### config.mk
export PLATFORM = sky130hd
export DESIGN_NAME = sump_cmd_tx
export DESIGN_NICKNAME = d
export VERILOG_FILES = /design/src/rtl/sump_pkg.sv /design/src/rtl/sump_cmd_tx.sv
export SDC_FILE = /design/constraint.sdc
export NUM_CORES = 1
export LEC_CHECK = 0
export CORE_ASPECT_RATIO = 1.1
export CORE_MARGIN = 3
export CORE_UTILIZATION = 49
export CTS_BUF_LIST = sky130_fd_sc_hd__clkbuf_16
export DETAILED_ROUTE_END_ITERATION = 8
export PLACE_DENSITY = 0.79
export SYNTH_ARGS = -nofsm -noshare
export SYNTH_HDL_FRONTEND = slang
export SYNTH_SLANG_ARGS = --single-unit
### constraint.sdc
create_clock -name clk -period 2.06 [get_ports clk]
set_input_delay 0.412 -clock clk [delete_from_list [all_inputs] [get_ports clk]]
set_output_delay 0.412 -clock clk [all_outputs]
set_load 0.005 [all_outputs]
### src/rtl/sump_pkg.sv
// Shared SUMP definitions: opcodes, the long-format opcode bit and the
// command serializer state encoding.
package sump_pkg;

   localparam logic [7:0] SUMP_RESET     = 8'h00;
   localparam logic [7:0] SUMP_RUN       = 8'h01;
   localparam logic [7:0] SUMP_ID        = 8'h02;
   localparam logic [7:0] SUMP_XON       = 8'h11;
   localparam logic [7:0] SUMP_XOFF      = 8'h13;
   localparam logic [7:0] SUMP_SET_DIV   = 8'h80;
   localparam logic [7:0] SUMP_SET_CNT   = 8'h81;
   localparam logic [7:0] SUMP_SET_FLAGS = 8'h82;

   // Opcodes with this bit set carry a DW-bit argument after the opcode byte.
   localparam int SUMP_LBIT = 7;

   typedef enum logic [1:0] {
      IDLE = 2'd0,
      PRE  = 2'd1,
      CODE = 2'd2,
      DATA = 2'd3
   } sump_tx_state_t;

endpackage

### src/rtl/sump_cmd_tx.sv
// SUMP command serializer: one opcode/argument command in, SUMP byte stream out.
// Optional soft-reset preamble after reset release: define SUMP_CMD_TX_PREAMBLE_EN.
module sump_cmd_tx
   import sump_pkg::*;
#(
   parameter int DW    = 32,
   parameter int LBIT  = SUMP_LBIT,
   parameter int PRE_N = 5
) (
   input  logic          clk,
   input  logic          rst,
   input  logic          cmd_tvalid,
   output logic          cmd_tready,
   input  logic [7:0]    cmd_code,
   input  logic [DW-1:0] cmd_data,
   output logic          str_txd_tvalid,
   output logic [7:0]    str_txd_tdata,
   input  logic          str_txd_tready,
   output logic          busy
);

   localparam int NB = DW / 8;
   localparam int CW = (NB > 1) ? $clog2(NB) : 1;
`ifdef SUMP_CMD_TX_PREAMBLE_EN
   localparam int PW = (PRE_N > 1) ? $clog2(PRE_N) : 1;
   localparam int KW = (CW > PW) ? CW : PW;
   localparam logic [KW-1:0] PRE_LAST = KW'(PRE_N - 1);
`else
   localparam int KW = CW;
`endif
   localparam logic [KW-1:0] DATA_LAST = KW'(NB - 1);

   generate
      if ((DW % 8) != 0 || DW < 8) begin : g_bad_dw
         $error("sump_cmd_tx: DW must be a non-zero multiple of 8");
      end
      if (LBIT < 0 || LBIT > 7) begin : g_bad_lbit
         $error("sump_cmd_tx: LBIT must select a bit of the opcode");
      end
      if (PRE_N < 1) begin : g_bad_pre
         $error("sump_cmd_tx: PRE_N must be at least 1");
      end
   endgenerate

   sump_tx_state_t state;
   logic [KW-1:0]  cnt;
   logic [7:0]     code_q;
   logic [DW-1:0]  data_q;
   logic           armed;
   logic           last_byte;
   logic           accept;

   // armed holds cmd_tready low during reset and for the first cycle after release.
   always_comb begin
      last_byte = ((state == CODE) && !code_q[LBIT]) ||
                  ((state == DATA) && (cnt == DATA_LAST));
   end

   assign cmd_tready     = armed && ((state == IDLE) || (last_byte && str_txd_tready));
   assign accept         = cmd_tvalid && cmd_tready;
   assign str_txd_tvalid = (state != IDLE);
   assign busy           = str_txd_tvalid;

   always_comb begin
      str_txd_tdata = 8'h00;
      case (state)
         CODE:    str_txd_tdata = code_q;
         DATA:    str_txd_tdata = data_q[{cnt, 3'b000} +: 8];
         default: str_txd_tdata = 8'h00;
      endcase
   end

   always_ff @(posedge clk or posedge rst) begin
      if (rst) begin
         state  <= IDLE;
         cnt    <= '0;
         code_q <= 8'h00;
         data_q <= '0;
         armed  <= 1'b0;
      end else begin
         armed <= 1'b1;
         case (state)
            IDLE: begin
`ifdef SUMP_CMD_TX_PREAMBLE_EN
               if (!armed) begin
                  state <= PRE;
                  cnt   <= '0;
               end else
`endif
               if (accept) begin
                  code_q <= cmd_code;
                  data_q <= cmd_data;
                  state  <= CODE;
               end
            end
`ifdef SUMP_CMD_TX_PREAMBLE_EN
            PRE: begin
               if (str_txd_tready) begin
                  if (cnt == PRE_LAST) begin
                     state <= IDLE;
                  end else begin
                     cnt <= cnt + KW'(1);
                  end
               end
            end
`endif
            CODE: begin
               if (str_txd_tready) begin
                  if (code_q[LBIT]) begin
                     state <= DATA;
                     cnt   <= '0;
                  end else if (accept) begin
                     code_q <= cmd_code;
                     data_q <= cmd_data;
                     state  <= CODE;
                  end else begin
                     state <= IDLE;
                  end
               end
            end
            // The last data byte may overlap with accepting the next command.
            DATA: begin
               if (str_txd_tready) begin
                  if (cnt != DATA_LAST) begin
                     cnt <= cnt + KW'(1);
                  end else if (accept) begin
                     code_q <= cmd_code;
                     data_q <= cmd_data;
                     state  <= CODE;
                  end else begin
                     state <= IDLE;
                  end
               end
            end
            default: state <= IDLE;
         endcase
      end
   end

endmodule

Word level (Yosys, flattened, before mapping)
Cells that the tools add are included.
Widths: inputs -> output; s select.
{ "classes": {"addsub": 1, "n_eq_ne": 12, "shift": 1, "mux": 26, "reduce_logical": 17} }
{ "ops": {"columns": ["operator", "count"], "rows": [
  ["$mux 32", 5],
  ["$pmux 32 s3", 1],
  ["$mux 8", 6],
  ["$shiftx 32x6->8", 1],
  ["$pmux 8 s3", 1],
  ["$mux 2", 10],
  ["$ne 2x2->1 const B", 8],
  ["$pmux 8 s2", 1],
  ["$reduce_and 5->1", 2],
  ["$reduce_and 4->1", 2],
  ["$eq 2x2->1 const B", 3],
  ["$pmux 2 s3", 1],
  ["$reduce_and 6->1", 1],
  ["$logic_and 1x1->1", 5],
  ["$pmux 2 s2", 1],
  ["$reduce_bool 2->1", 2],
  ["$reduce_bool 3->1", 1],
  ["$add 2x1->2 const B", 1],
  ["$logic_not 2->1", 1],
  ["$logic_or 1x1->1", 2],
  ["$ne 2x1->1 const B", 1],
  ["$logic_not 1->1", 1]
]} }
{ "word_totals": {"regBits": 45, "inputBits": 44, "output_inout_bits": 11, "word_cells": 63} }

Depth between registers and ports, before layout
{ "logic_depth": {"word_depth": 11, "ltp_mapped": 6, "mapped_depth_nobuf": 5} }

Worst setup path after synthesis
Ideal clock, no wire load.
{ "synth_timing": {"kind": "register -> output", "from": "reg cnt[0]", "to": "out str_txd_tdata[5]", "arrival_ps": 1329, "t_required_ps": 1648, "setup_slack_ps": 319, "path_stages_with_launch": 4, "path_buffers": 1, "path_cell_list": "dfrtp_1 > buf_2 > mux4_2 > a22o_1"} }
{ "synth_via": {"elab_chain_len": 2} }
{ "synth_rtl": {"columns": ["element", "line", "source"], "rows": [
  ["start, declared", "sump_cmd_tx.sv:46", "logic [KW-1:0] cnt;"],
  ["start signal, assigned", "sump_cmd_tx.sv:125", "cnt <= cnt + KW'(1);"],
  ["$shiftx 32x6->8", "sump_cmd_tx.sv:68", "DATA: str_txd_tdata = data_q[{cnt, 3'b000} +: 8];"],
  ["$pmux 8 s2", "sump_cmd_tx.sv:66", "case (state)"],
  ["end, declared", "sump_cmd_tx.sv:17", "output logic [7:0] str_txd_tdata,"]
]} }
No other way between the ends.

Worst setup path after layout
{ "layout_timing": {"from": "reg cnt[0]", "to": "out str_txd_tdata[3]"} }
The elaborated chain is that of the path after synthesis.

==> impl_metrics.csv <==
group,metric,value,unit
cells_and_area,number_of_cells_in_the_finished_layout_apart_from_fillers,286,
clock_tree,clk_latency,0.28,ns
grt,grt-busiest-layer,"met2",
worst_setup_path,slowest_stage,"mux4_2",
placed_design,numPortBuffers,54,
timing,slew_viol_final,0,
floorplan,initial_core_utilization,51.80,%
logic_synthesis,synthDistinctLibCells,28,
logic_synthesis,synth-warning-count,0,
floorplan,design.die.area,5483,sq um
cells_and_area,num-nets-final,276,
logic_synthesis,synth-main-ff-cell,"dfrtp_1",
clock_tree,postCtsHoldBufs,0,
timing,setup_tns,-0.04464,ns
clock_tree,ctsRootBufferMaster,"clkbuf_16",
cells_and_area,multi_input_area,1075,sq um
worst_setup_path,startpoint,"cnt[0]$_DFFE_PP0P_",
grt,track_usage,20.83,%
logic_synthesis,synth_sequential_area_ratio,49.64,%
power_and_ir_drop,clkPwrFrac,16.6,%
logic_synthesis,postSynthRegisterBits,45,
clock_tree,clock_sinks,45,
timing,fmax,479.9,MHz
placed_design,hpwl,3.794,mm
worst_setup_path,top_cell_by_count_worst_path,"buf_6",
timing,fin_crit_sh,101.1,%
timing,fin_ws,-0.02363,ns
worst_setup_path,crit_fanout,4,
logic_synthesis,yosys.area.top_type_share,49.64,%
logic_synthesis,async_flop_share,100.0,%
worst_setup_path,path_cells,"buf_6 > buf_6 > mux4_2 > nand2_2 > o21ai_1 > buf_2",
placed_design,place_worst_setup_slack,-0.3439,ns
power_and_ir_drop,irDropWorstVdd,0.0007052,V
grt,grtUsageMet1,25.79,%
worst_setup_path,path_delay_family,"multiplexers",
cells_and_area,final_layout_size_suffix_gt1_share,43.10,%
floorplan,pin_count,55,
clock_tree,cts-buffers-inserted,5,
drt,totalWireLength,5.665,mm
drt,total_number_of_vias,1529,
logic_synthesis,synth_enable_flop_cells,0,
worst_setup_path,worst_path_buffer_plus_inverter_count,3,
power_and_ir_drop,sequentialPowerShare,35.5,%
worst_setup_path,timing.critical_path.from_type,"register",
timing,final.hold.worst_slack,0.5140,ns
power_and_ir_drop,total_leakage_power,1.531,nW
logic_synthesis,synth_commonest_cells,"dfrtp_1 (45), mux2_4 (39), nand2_1 (12)",
worst_hold_path,source_of_the_worst_hold_timing_path,"data_q[28]$_DFFE_PP0P_",
worst_setup_path,crit_path_end_kind,"output port",
grt,grtUsageMet2,36.92,%
drt,vias_per_cell,5.346,
logic_synthesis,post_synth_instance_area,2268,sq um
timing,relSlewSlack,61.83,%
placed_design,placed_cells_incl_taps,266,
timing,setup_violations,2,
worst_setup_path,critPathRequiredTime,1.65,ns
timing,fin_crit,2.084,ns
worst_setup_path,criticalPathCategory,"reg -> out",
drt,drt_drc_violations_left,0,
job,drv_cap,0,
timing,clock-skew-final,0.007565,ns
grt,groute.layer.met3.usage,4.275,%
grt,via_count_of_the_first_global_routing_pass,1758,
clock_tree,clk_pin_slew_worst_paths,0.06,ns
worst_setup_path,r2r_start,"cnt[0]$_DFFE_PP0P_",
worst_setup_path,arrival_time_of_data_at_the_critical_path_endpoint,1.67,ns
power_and_ir_drop,power.total,4.597,mW
power_and_ir_drop,sw_frac_of_total,30.25,%
timing,worst_slew_pin_slew,0.5725,ns
logic_synthesis,syn-instance-count,150,
drt,detailed_routing_iteration_count_for_the_pre_antenna_repair_pass,6,
grt,antenna_found_initial,0,
outcome,failed_checks,"setup timing",
cells_and_area,areaGrowthSynthToFinish,42.20,%
floorplan,core.rowCount,25,
logic_synthesis,synth.area.top_cells,"dfrtp_1 (50%), mux2_4 (26%), mux4_2 (7.9%), a22o_1 (2.7%), buf_6 (2.0%)",
clock_tree,ctsHtreeMaxLevel,2,
floorplan,die_y,77.36,um
logic_synthesis,synth.most_common_cell,"dfrtp_1",
power_and_ir_drop,pint,3.207,mW
timing,rsz0062_at_grt,"yes",
outcome,run_status,"finished with violations",
timing,hold_viol,0,
floorplan,floorplan.core_area,4379,sq um
worst_hold_path,worst_hold_path_type,"reg -> reg",
power_and_ir_drop,power.density_cell_area,1425,nW/um^2
placed_design,gp_congestion,0.7496,
logic_synthesis,syn_area_per_cell,15.12,sq um
cells_and_area,diodes,0,
logic_synthesis,synth_area_leader_cell,"dfrtp_1",
clock_tree,deepest_clock_path_buffer_count,2,
grt,largest_net_degree_at_the_start_of_global_routing,46,
worst_setup_path,timing.critical_path.slowest_cell_delay,0.50,ns
drt,post_drt_wl_per_cell,19.81,um
grt,grt-ovfl-total,0,
cells_and_area,regArea,1127,sq um
grt,grt_pass1_wl,8.797,mm
power_and_ir_drop,share_comb_of_total_power,47.8,%
clock_tree,tritoncts_clock_tree,"yes",
power_and_ir_drop,p_switching,1.391,mW
logic_synthesis,mappedNetlistNets,195,
drt,post_drt_antenna_nets,0,
drt,drt-initial-drc-count,86,
cells_and_area,layout_fillers,296,
floorplan,floorplan.die.width,70.88,um
==> what timing repair did <==
action,CTS,global route
setup buffers,9,1
gates resized for setup,49,3
setup endpoints to repair,9,26
gates cloned,0,2
pin swaps,7,2
==> flip-flops by register name, indices dropped and copies added (netlist names) <==
name	count
cnt	2
data_q	32
state	2
code_q	8
armed	1
==> final timing paths <==
check | to | slack, ns | depth (start not counted)
worst min-delay path | data_q[28]$_DFFE_PP0P_ | 0.51 | 1
min in group asynchronous | data_q[0]$_DFFE_PP0P_ | 0.62 | 3
worst max register to register | data_q[12]$_DFFE_PP0P_ | 0.04 | 9
worst max-delay path | str_txd_tdata[3] | -0.02 | 6
max in group asynchronous | cnt[1]$_DFFE_PP0P_ | 1.01 | 3
worst min register to register | data_q[28]$_DFFE_PP0P_ | 0.51 | 1
==> power by group through the flow <==
stage          logic [mW]  registers, mW  clock network (mW)
2_1_floorplan        1.41           1.50                   0
3_3_place_gp         1.97           1.59                   0
3_5_place_dp         2.06           1.63                   0
4_1_cts              2.12           1.62               0.764
5_1_grt              2.35           1.69               0.804
6_report             2.20           1.63               0.764
==> area by class of cell <==
class,instances,share of cell area [%]
tap,54,2.095
sequential,45,34.95
multi-input combinational,92,33.32
clock buffer,5,3.879
timing repair buffer,84,24.94
inverter,3,0.3491
clock inverter,3,0.4655
==> cell usage in the layout (no fill, tap or decap), types with 2 or more instances in the layout <==
cell,n
mux4_2,8
nor2b_1,3
inv_1,4
buf_6,11
buf_12,2
buf_2,9
clkbuf_16,6
nand2_2,2
nand2_1,10
nor2_1,4
clkdlybuf4s50_1,45
mux2_4,39
o21ai_1,4
a22o_1,7
dfrtp_1,44
buf_4,16
==> per-layer routing <==
layer	part of all wire [%]	vias up
met5	0	-
met4	0.44	0
met3	3.8	4
met2	56	47
met1	40	777
li1	-	701
==> stage by stage <==
step           cell area, sq um  util (%)
2_1_floorplan              2268         -
3_3_place_gp               2959     67.57
3_5_place_dp               2959     67.57
4_1_cts                    3164     72.26
5_1_grt                    3226     73.66
6_report                   3226     73.66
==> cell families after synthesis <==
group / Yosys count / synth area share, %
adder cells (fa/ha/maj): 1 / 0.5515
flip-flops: 45 / 49.64
multiplexers: 48 / 34.25
AO/OA/AOI/OAI: 20 / 6.840
buffers and inverters: 13 / 3.916
AND/OR/NAND/NOR: 22 / 4.633
other: 1 / 0.1653
No activity file was read; power rests on OpenSTA's default activity.
